`src/rtl/mem_lsu_pkg.sv`:
```
// Shared definitions for the load/store unit: aluop codes, exception codes,
// FSM states and the memory-op decode helper.
package mem_lsu_pkg;

    localparam logic [7:0] OP_NOP = 8'h00;
    localparam logic [7:0] OP_LB  = 8'h20;
    localparam logic [7:0] OP_LH  = 8'h21;
    localparam logic [7:0] OP_LW  = 8'h23;
    localparam logic [7:0] OP_LBU = 8'h24;
    localparam logic [7:0] OP_LHU = 8'h25;
    localparam logic [7:0] OP_SB  = 8'h28;
    localparam logic [7:0] OP_SH  = 8'h29;
    localparam logic [7:0] OP_SW  = 8'h2B;

    typedef enum logic [1:0] {
        EXCP_NONE      = 2'b00,
        EXCP_LOAD_MIS  = 2'b01,
        EXCP_STORE_MIS = 2'b10,
        EXCP_TIMEOUT   = 2'b11
    } excp_t;

    typedef enum logic [1:0] {
        ST_IDLE = 2'd0,
        ST_WAIT = 2'd1,
        ST_DONE = 2'd2
    } state_t;

    typedef enum logic [1:0] {
        SZ_BYTE = 2'd0,
        SZ_HALF = 2'd1,
        SZ_WORD = 2'd2
    } size_t;

    typedef struct packed {
        logic  is_mem;
        logic  is_load;
        logic  is_store;
        logic  sign_ext;
        size_t size;
    } memop_t;

    function automatic memop_t decode_op(input logic [7:0] op);
        memop_t d;
        d = '{is_mem: 1'b0, is_load: 1'b0, is_store: 1'b0, sign_ext: 1'b0, size: SZ_WORD};
        case (op)
            OP_LB:   d = '{1'b1, 1'b1, 1'b0, 1'b1, SZ_BYTE};
            OP_LBU:  d = '{1'b1, 1'b1, 1'b0, 1'b0, SZ_BYTE};
            OP_LH:   d = '{1'b1, 1'b1, 1'b0, 1'b1, SZ_HALF};
            OP_LHU:  d = '{1'b1, 1'b1, 1'b0, 1'b0, SZ_HALF};
            OP_LW:   d = '{1'b1, 1'b1, 1'b0, 1'b0, SZ_WORD};
            OP_SB:   d = '{1'b1, 1'b0, 1'b1, 1'b0, SZ_BYTE};
            OP_SH:   d = '{1'b1, 1'b0, 1'b1, 1'b0, SZ_HALF};
            OP_SW:   d = '{1'b1, 1'b0, 1'b1, 1'b0, SZ_WORD};
            default: ;
        endcase
        return d;
    endfunction

endpackage

```
`src/rtl/mem_lsu_align.sv`:
```
// Combinational lane logic: byte enables, store-data replication and
// load-data extraction with sign/zero extension.
module mem_lsu_align
    import mem_lsu_pkg::*;
(
    input  size_t       size,
    input  logic        sign_ext,
    input  logic [1:0]  lane,
    input  logic [31:0] sdata,
    input  logic [31:0] rdata,
    output logic        misaligned,
    output logic [3:0]  be,
    output logic [31:0] wdata,
    output logic [31:0] ldata
);

    logic [7:0]  rbyte [4];
    logic [7:0]  sel_byte;
    logic [15:0] sel_half;

    genvar gi;
    generate
        for (gi = 0; gi < 4; gi++) begin : g_lane
            assign rbyte[gi] = rdata[8*gi +: 8];
            // Every lane carries the store data so the slave can pick any byte lane.
            assign wdata[8*gi +: 8] = (size == SZ_BYTE) ? sdata[7:0] :
                                      (size == SZ_HALF) ? sdata[8*(gi%2) +: 8] :
                                                          sdata[8*gi +: 8];
        end
    endgenerate

    always_comb begin
        case (size)
            SZ_BYTE: be = 4'b0001 << lane;
            SZ_HALF: be = 4'b0011 << lane;
            default: be = 4'b1111;
        endcase

        misaligned = ((size == SZ_HALF) && lane[0]) ||
                     ((size == SZ_WORD) && (lane != 2'b00));

        sel_byte = rbyte[lane];
        sel_half = lane[1] ? rdata[31:16] : rdata[15:0];

        case (size)
            SZ_BYTE: ldata = {{24{sign_ext & sel_byte[7]}}, sel_byte};
            SZ_HALF: ldata = {{16{sign_ext & sel_half[15]}}, sel_half};
            default: ldata = rdata;
        endcase
    end

endmodule

```
`src/rtl/mem_lsu.sv`:
```
// MEM-stage load/store unit: drives the data bus, stalls the pipeline while a
// transfer is outstanding, and aborts with a bus-timeout exception.
module mem_lsu
    import mem_lsu_pkg::*;
#(
    parameter int DBUS_TIMEOUT = 255
) (
    input  logic        clk,
    input  logic        rst,
    input  logic [4:0]  ex_wd,
    input  logic        ex_wreg,
    input  logic [31:0] ex_wdata,
    input  logic [31:0] ex_sdata,
    input  logic [7:0]  ex_aluop,
    input  logic [31:0] ex_pc,
    output logic        dbus_req,
    output logic        dbus_we,
    output logic [31:0] dbus_addr,
    output logic [3:0]  dbus_be,
    output logic [31:0] dbus_wdata,
    input  logic [31:0] dbus_rdata,
    input  logic        dbus_ack,
    output logic [4:0]  mem_wd,
    output logic        mem_wreg,
    output logic [31:0] mem_wdata,
    output logic [31:0] mem_pc,
    output logic [7:0]  mem_aluop,
    output logic        stallreq_mem,
    output logic [1:0]  mem_excp
);

    localparam logic [7:0] TMO_LAST = 8'(DBUS_TIMEOUT - 1);

    state_t      state_reg, state_next;
    logic [31:0] rdata_reg, rdata_next;
    logic [7:0]  tmo_cnt_reg, tmo_cnt_next;
    logic        timed_out_reg, timed_out_next;

    memop_t      op;
    logic        misaligned;
    logic        mem_go;
    logic [3:0]  be;
    logic [31:0] wdata;
    logic [31:0] ldata;
    logic [31:0] align_rdata;

    assign op          = decode_op(ex_aluop);
    assign mem_go      = op.is_mem && !misaligned;
    // In DONE the bus data is gone; extract from the captured word instead.
    assign align_rdata = (state_reg == ST_DONE) ? rdata_reg : dbus_rdata;

    mem_lsu_align u_align (
        .size       (op.size),
        .sign_ext   (op.sign_ext),
        .lane       (ex_wdata[1:0]),
        .sdata      (ex_sdata),
        .rdata      (align_rdata),
        .misaligned (misaligned),
        .be         (be),
        .wdata      (wdata),
        .ldata      (ldata)
    );

    always_ff @(posedge clk) begin
        if (rst) begin
            state_reg     <= ST_IDLE;
            rdata_reg     <= '0;
            tmo_cnt_reg   <= '0;
            timed_out_reg <= 1'b0;
        end else begin
            state_reg     <= state_next;
            rdata_reg     <= rdata_next;
            tmo_cnt_reg   <= tmo_cnt_next;
            timed_out_reg <= timed_out_next;
        end
    end

    always_comb begin
        state_next     = state_reg;
        rdata_next     = rdata_reg;
        tmo_cnt_next   = tmo_cnt_reg;
        timed_out_next = timed_out_reg;
        case (state_reg)
            ST_IDLE: begin
                if (mem_go && !dbus_ack) begin
                    state_next     = ST_WAIT;
                    tmo_cnt_next   = '0;
                    timed_out_next = 1'b0;
                end
            end
            ST_WAIT: begin
                if (dbus_ack) begin
                    rdata_next = dbus_rdata;
                    state_next = ST_DONE;
                end else if (tmo_cnt_reg == TMO_LAST) begin
                    timed_out_next = 1'b1;
                    state_next     = ST_DONE;
                end else begin
                    tmo_cnt_next = tmo_cnt_reg + 8'd1;
                end
            end
            ST_DONE: state_next = ST_IDLE;
            default: state_next = ST_IDLE;
        endcase
    end

    always_comb begin
        mem_wd       = ex_wd;
        mem_wreg     = ex_wreg;
        mem_wdata    = ex_wdata;
        mem_pc       = ex_pc;
        mem_aluop    = ex_aluop;
        mem_excp     = EXCP_NONE;
        dbus_req     = 1'b0;
        dbus_we      = 1'b0;
        dbus_addr    = {ex_wdata[31:2], 2'b00};
        dbus_be      = be;
        dbus_wdata   = wdata;
        stallreq_mem = 1'b0;
        if (!rst) begin
            case (state_reg)
                ST_IDLE: begin
                    if (op.is_mem && misaligned) begin
                        mem_wreg = 1'b0;
                        mem_excp = op.is_store ? EXCP_STORE_MIS : EXCP_LOAD_MIS;
                    end else if (op.is_mem) begin
                        dbus_req = 1'b1;
                        dbus_we  = op.is_store;
                        if (dbus_ack) begin
                            mem_wreg  = op.is_load & ex_wreg;
                            mem_wdata = op.is_load ? ldata : ex_wdata;
                        end else begin
                            mem_wreg     = 1'b0;
                            stallreq_mem = 1'b1;
                        end
                    end
                end
                ST_WAIT: begin
                    dbus_req     = 1'b1;
                    dbus_we      = op.is_store;
                    stallreq_mem = 1'b1;
                    mem_wreg     = 1'b0;
                end
                ST_DONE: begin
                    mem_wreg  = op.is_load & ex_wreg & !timed_out_reg;
                    mem_wdata = op.is_load ? ldata : ex_wdata;
                    mem_excp  = timed_out_reg ? EXCP_TIMEOUT : EXCP_NONE;
                end
                default: ;
            endcase
        end
    end

endmodule
```
`config.mk`:
```
export PLATFORM = sky130hd
export DESIGN_NAME = mem_lsu
export DESIGN_NICKNAME = d
export VERILOG_FILES = /design/src/rtl/mem_lsu_pkg.sv /design/src/rtl/mem_lsu_align.sv /design/src/rtl/mem_lsu.sv
export SDC_FILE = /design/constraint.sdc
export NUM_CORES = 1
export LEC_CHECK = 0
export BUFFER_PORTS_ARGS = -buffer_cell sky130_fd_sc_hd__buf_2
export CORE_AREA = 2 2 115 117
export CTS_BUF_LIST = sky130_fd_sc_hd__clkbuf_8
export CTS_CLUSTER_DIAMETER = 150
export DETAILED_ROUTE_END_ITERATION = 12
export DIE_AREA = 0 0 117 119
export GPL_TIMING_DRIVEN = 0
export PLACE_DENSITY = 0.76
export SYNTH_ARGS = -nofsm -noshare
export SYNTH_HDL_FRONTEND = slang
export SYNTH_SLANG_ARGS = --single-unit
```
`constraint.sdc`:
```
create_clock -name clk -period 2.12 [get_ports clk]
set_input_delay 0.106 -clock clk [delete_from_list [all_inputs] [get_ports clk]]
set_output_delay 0.106 -clock clk [all_outputs]
set_load 0.005 [all_outputs]
```
==> impl_results.md <==
* Warnings from Yosys at 0
* Cell type with the largest total area after synthesis: dfxtp_1
* Critical register-to-register path startpoint: tmo_cnt_reg[0]
* Tightest slew margin relative to the limit at 52.06%
* Post-detailed-route DRC marker count at 0
* Synth area leaders: dfxtp_1, buf_4, nand2_1
* Total number of cells along the worst setup path at 9
* Number of sinks on the clock net at 43
* Number of iterations in the first detailed-routing pass at 5
* Combinational family with the most area after synthesis: compound AO/OA/AOI/OAI gates
* Crit path cell chain: buf_4 > or4b_4 > o31ai_4 > a32oi_4 > nand2b_4 > buf_8 > buf_6 > o31ai_2 > buf_2
* Clock latency reported for the late side of the worst-skew pair at 300 ps
* Cell total after placement at around 1000
* Cell family with the largest share of critical-path delay: compound AO/OA/AOI/OAI gates
* Post-Synthesis Cell Area at 4652 sq um
* Xor/xnor cell area share of the yosys netlist at 0%
* GRT Util Overall at between 20% and 30%
* RSZ-0062 raised after global routing: true
* Final hold violation count at 0
* Number of fillers in the final layout at 1204
* Cell count after synthesis at approximately 600
* Power density over the cells at 316.3 nW/um^2
* Initial Utilization at 36.13%
* Run status: finished with violations
* Via count of the first global-routing pass at 5201
* GPL Wtd Cong at 0.9109
* Routed wl met2 at between 9000 and 10000 microns
* Share of synthesized area spent on multiplexers at 17.11%
* Flip-flop and latch count after synthesis at 43
* Number of I/O pins at 296
* Final nets at 1047
* Worst-path maximum fanout at 10
* Mean area per synthesized cell at 7.552 sq um
* Power after layout at 2.212 mW
* Buffer depth of the longest clock path at 2
* Sequential element share of the synthesized area at 18.50%
* Global-route wire length before repair at about 27000 microns
* Fraction of registers with async set/reset at 0%
* X dimension of the die at between 100 and 150 microns
* Vertical die dimension at between 100 and 150 microns
* Count of input and output buffers at about 250
* End of the worst register-to-register path: tmo_cnt_reg[4]
* Final setup skew at 9.620 ps
* Logic depth of the worst register-to-register path at 8
* Cts bufs inserted at 5
* Clock-pin slew of the registers on the worst-case setup and hold paths at around 80 ps
* Fraction of the mapped netlist area in adder cells at 0.5379%
* Total detailed-routing wirelength at between 15000 and 20000 microns
* CTS Root Buffer Type: clkbuf_8
* Area of the core region at ~13000 sq um
* Post-Synth Simple-Gate Area at 19.74%
* Violations in the final reports: setup timing
* Via count at 5756
* Area growth syn-to-layout at 50.35%
* Number of standard cells in the final layout excluding fillers at 1080
* Most used flip-flop cell after synthesis: dfxtp_1
* Topmost layer with routed signal wires: met4
* Summed negative setup slack over all endpoints at -8549 ps
* Type of the tightest min-delay check: input port to register
* Startpoint kind of the worst setup timing path: input port
* Max Cap Viol at 0
* Share of cells above drive strength 1 at around 54%
* DPL Wire Length at between 10000 and 15000 microns
* Worst path required time at 2010 ps
* Number of nets still failing antenna checks after routing at 0
* Library cell contributing the largest single delay on the critical path: or4b_4
* Sequential cell area at slightly below 900 sq um
* Initial antenna violation count at 3
* Distinct cell type count of the synthesized netlist at 66
* Number of levels the H-tree was split into at 2
* Area occupied by multi-input gates at 3278 sq um
* Reg-to-reg setup timing slack at 100 ps
* Post-route fraction of the period consumed by the critical path at 115.7%
* Arr. time, crit path at 2350 ps
* Reported leakage power at between 3 and 4 nW
* Share of the synthesized area in compound gates (AO/OA/AOI/OAI) at 25.15%
* Final number of max-transition violations at 0
* Worst Path Class, Setup: input port to output port
* Wire length the detailed router placed on met1 at 6854 microns
* Number of synthesized flops with an enable pin at 0
* Capture endpoint of the worst hold path: rdata_reg[17]
* Worst setup timing slack at the placement stage at -656.6 ps
* Routed length on met3 at 1648 microns
* Post-synth top area share at 18.50%
* Total overflow reported by the global router at 0
* Buffers & Inverters on Critical Path at 4
* Tightest Pin Transition at 715.7 ps
* Number of cells on the worst hold path at 3
* Iter 0 DRT Violations at 456
* Peak supply drop at 0.2934 mV
* Critical Path End Type: output port
* CTS tree: built
* Slowest Stage Delay on Critical Path at 610 ps
* Top achievable clock speed at approximately 0.41 GHz
* Maximum number of pins on one net before global-route repair at 14
* Number of standard-cell rows in the floorplan at 42
* Floorplan die area at 13920 sq um
* Final worst-path setup slack at -333.7 ps
* Time the worst path needs with I/O delays and setup at 2454 ps
* Start point of the worst hold path: dbus_rdata[17]
* Count of endpoints failing setup in the final report at 32
* Largest register FFs at 32
* Wire length per cell after detailed routing at 17.66 microns
* Via-per-instance ratio at between 5 and 6
==> synth_stat cells (4+ instances only) <==
cell      number
nand2_1      112
buf_4         85
a21oi_1       53
clkbuf_1      47
dfxtp_1       43
o21ai_0       34
mux2i_1       30
a211oi_1      19
mux2_2        15
o31ai_1       15
and2_1        14
mux4_2        14
nor2_1        11
a22o_1        10
nand2b_1       8
nand3_1        8
nor3_1         7
a22oi_1        6
a211o_1        5
a21boi_0       4
inv_1          4
or4_1          4
==> cells in the final DEF (no fill, tap or decap), types with 14 or more instances in the layout <==
cell	Yosys	routed
mux2i_1	30	27
a211oi_1	19	19
buf_4	85	104
o21ai_0	34	25
buf_2	3	248
dfxtp_1	43	40
a21oi_1	53	46
nand2_1	112	111
clkbuf_1	47	28
mux4_2	14	14
mux2_2	15	14
==> through the flow <==
stage | util [%] | cell area (sq um) | hold slack [ps]
5_1_grt | 54.31 | 6992 | 68.45
3_3_place_gp | 47.76 | 6148 | 363.6
3_5_place_dp | 47.76 | 6148 | 374.0
4_1_cts | 51.84 | 6674 | 55.89
6_report | 54.32 | 6994 | 61.69
2_1_floorplan | - | 4672 | 242.0
==> logic make-up after synthesis <==
| kind of cell | Yosys count |
|---|---|
| fa+ha+maj | 2 |
| other cells | 1 |
| mux | 60 |
| compound gates | 176 |
| buf+inv | 144 |
| flops | 43 |
| simple gates | 190 |
==> worst max path at each step <==
| stage | endpoint | slack (ps) | from |
|---|---|---|---|
| 6_report | mem_wdata[24] | -330 | ex_aluop[7] |
| 3_5_place_dp | mem_wdata[16] | -660 | ex_aluop[4] |
| 3_3_place_gp | mem_wdata[16] | -650 | ex_aluop[4] |
| 2_1_floorplan | tmo_cnt_reg[0] | -1 | tmo_cnt_reg[0] |
| 4_1_cts | mem_wdata[25] | -330 | state_reg[1] |
| 5_1_grt | mem_wdata[24] | -420 | ex_aluop[7] |
==> worst reg2reg max path, stage by stage (launching register included) <==
cell,delay (ps)
dfxtp_4,350
inv_1,40
ha_1,170
and2_1,140
and4_1,150
a211o_1,320
buf_4,160
or4_1,460
a21boi_0,160
==> where the power goes <==
part           switching [mW]  internal, mW  total, mW
Combinational           0.380         0.432      0.811
Sequential            0.00146         0.805      0.806
Clock                   0.298         0.297      0.595
Total                   0.679          1.53       2.21
==> area by class of cell <==
type                            instances  area share (%)
Clock buffer                            7           1.377
Sequential cell                        43           12.47
Buffer                                136           13.24
Antenna cell                            3          0.1073
Inverter                                4          0.2147
Multi-Input combinational cell        430           46.87
Timing Repair Buffer                  280           22.47
Tap cell                              176           3.148
Clock inverter                          1          0.1073
==> per-layer routing <==
layer | track usage [%] | vias up
met4 | 9.779 | 0
met3 | 4.529 | 56
met2 | 45.85 | 348
met5 | 0 | -
li1 | - | 2710
met1 | 28.91 | 2642
==> repair_timing <==
action / CTS / global route
hold buffers: 0 / 0
endpoints found under the setup margin: 63 / 58
gates cloned: 1 / 1
setup buffers: 12 / 16
gates resized for setup: 90 / 57
pin swaps: 18 / 27
Power figures use the tool's default switching activity.
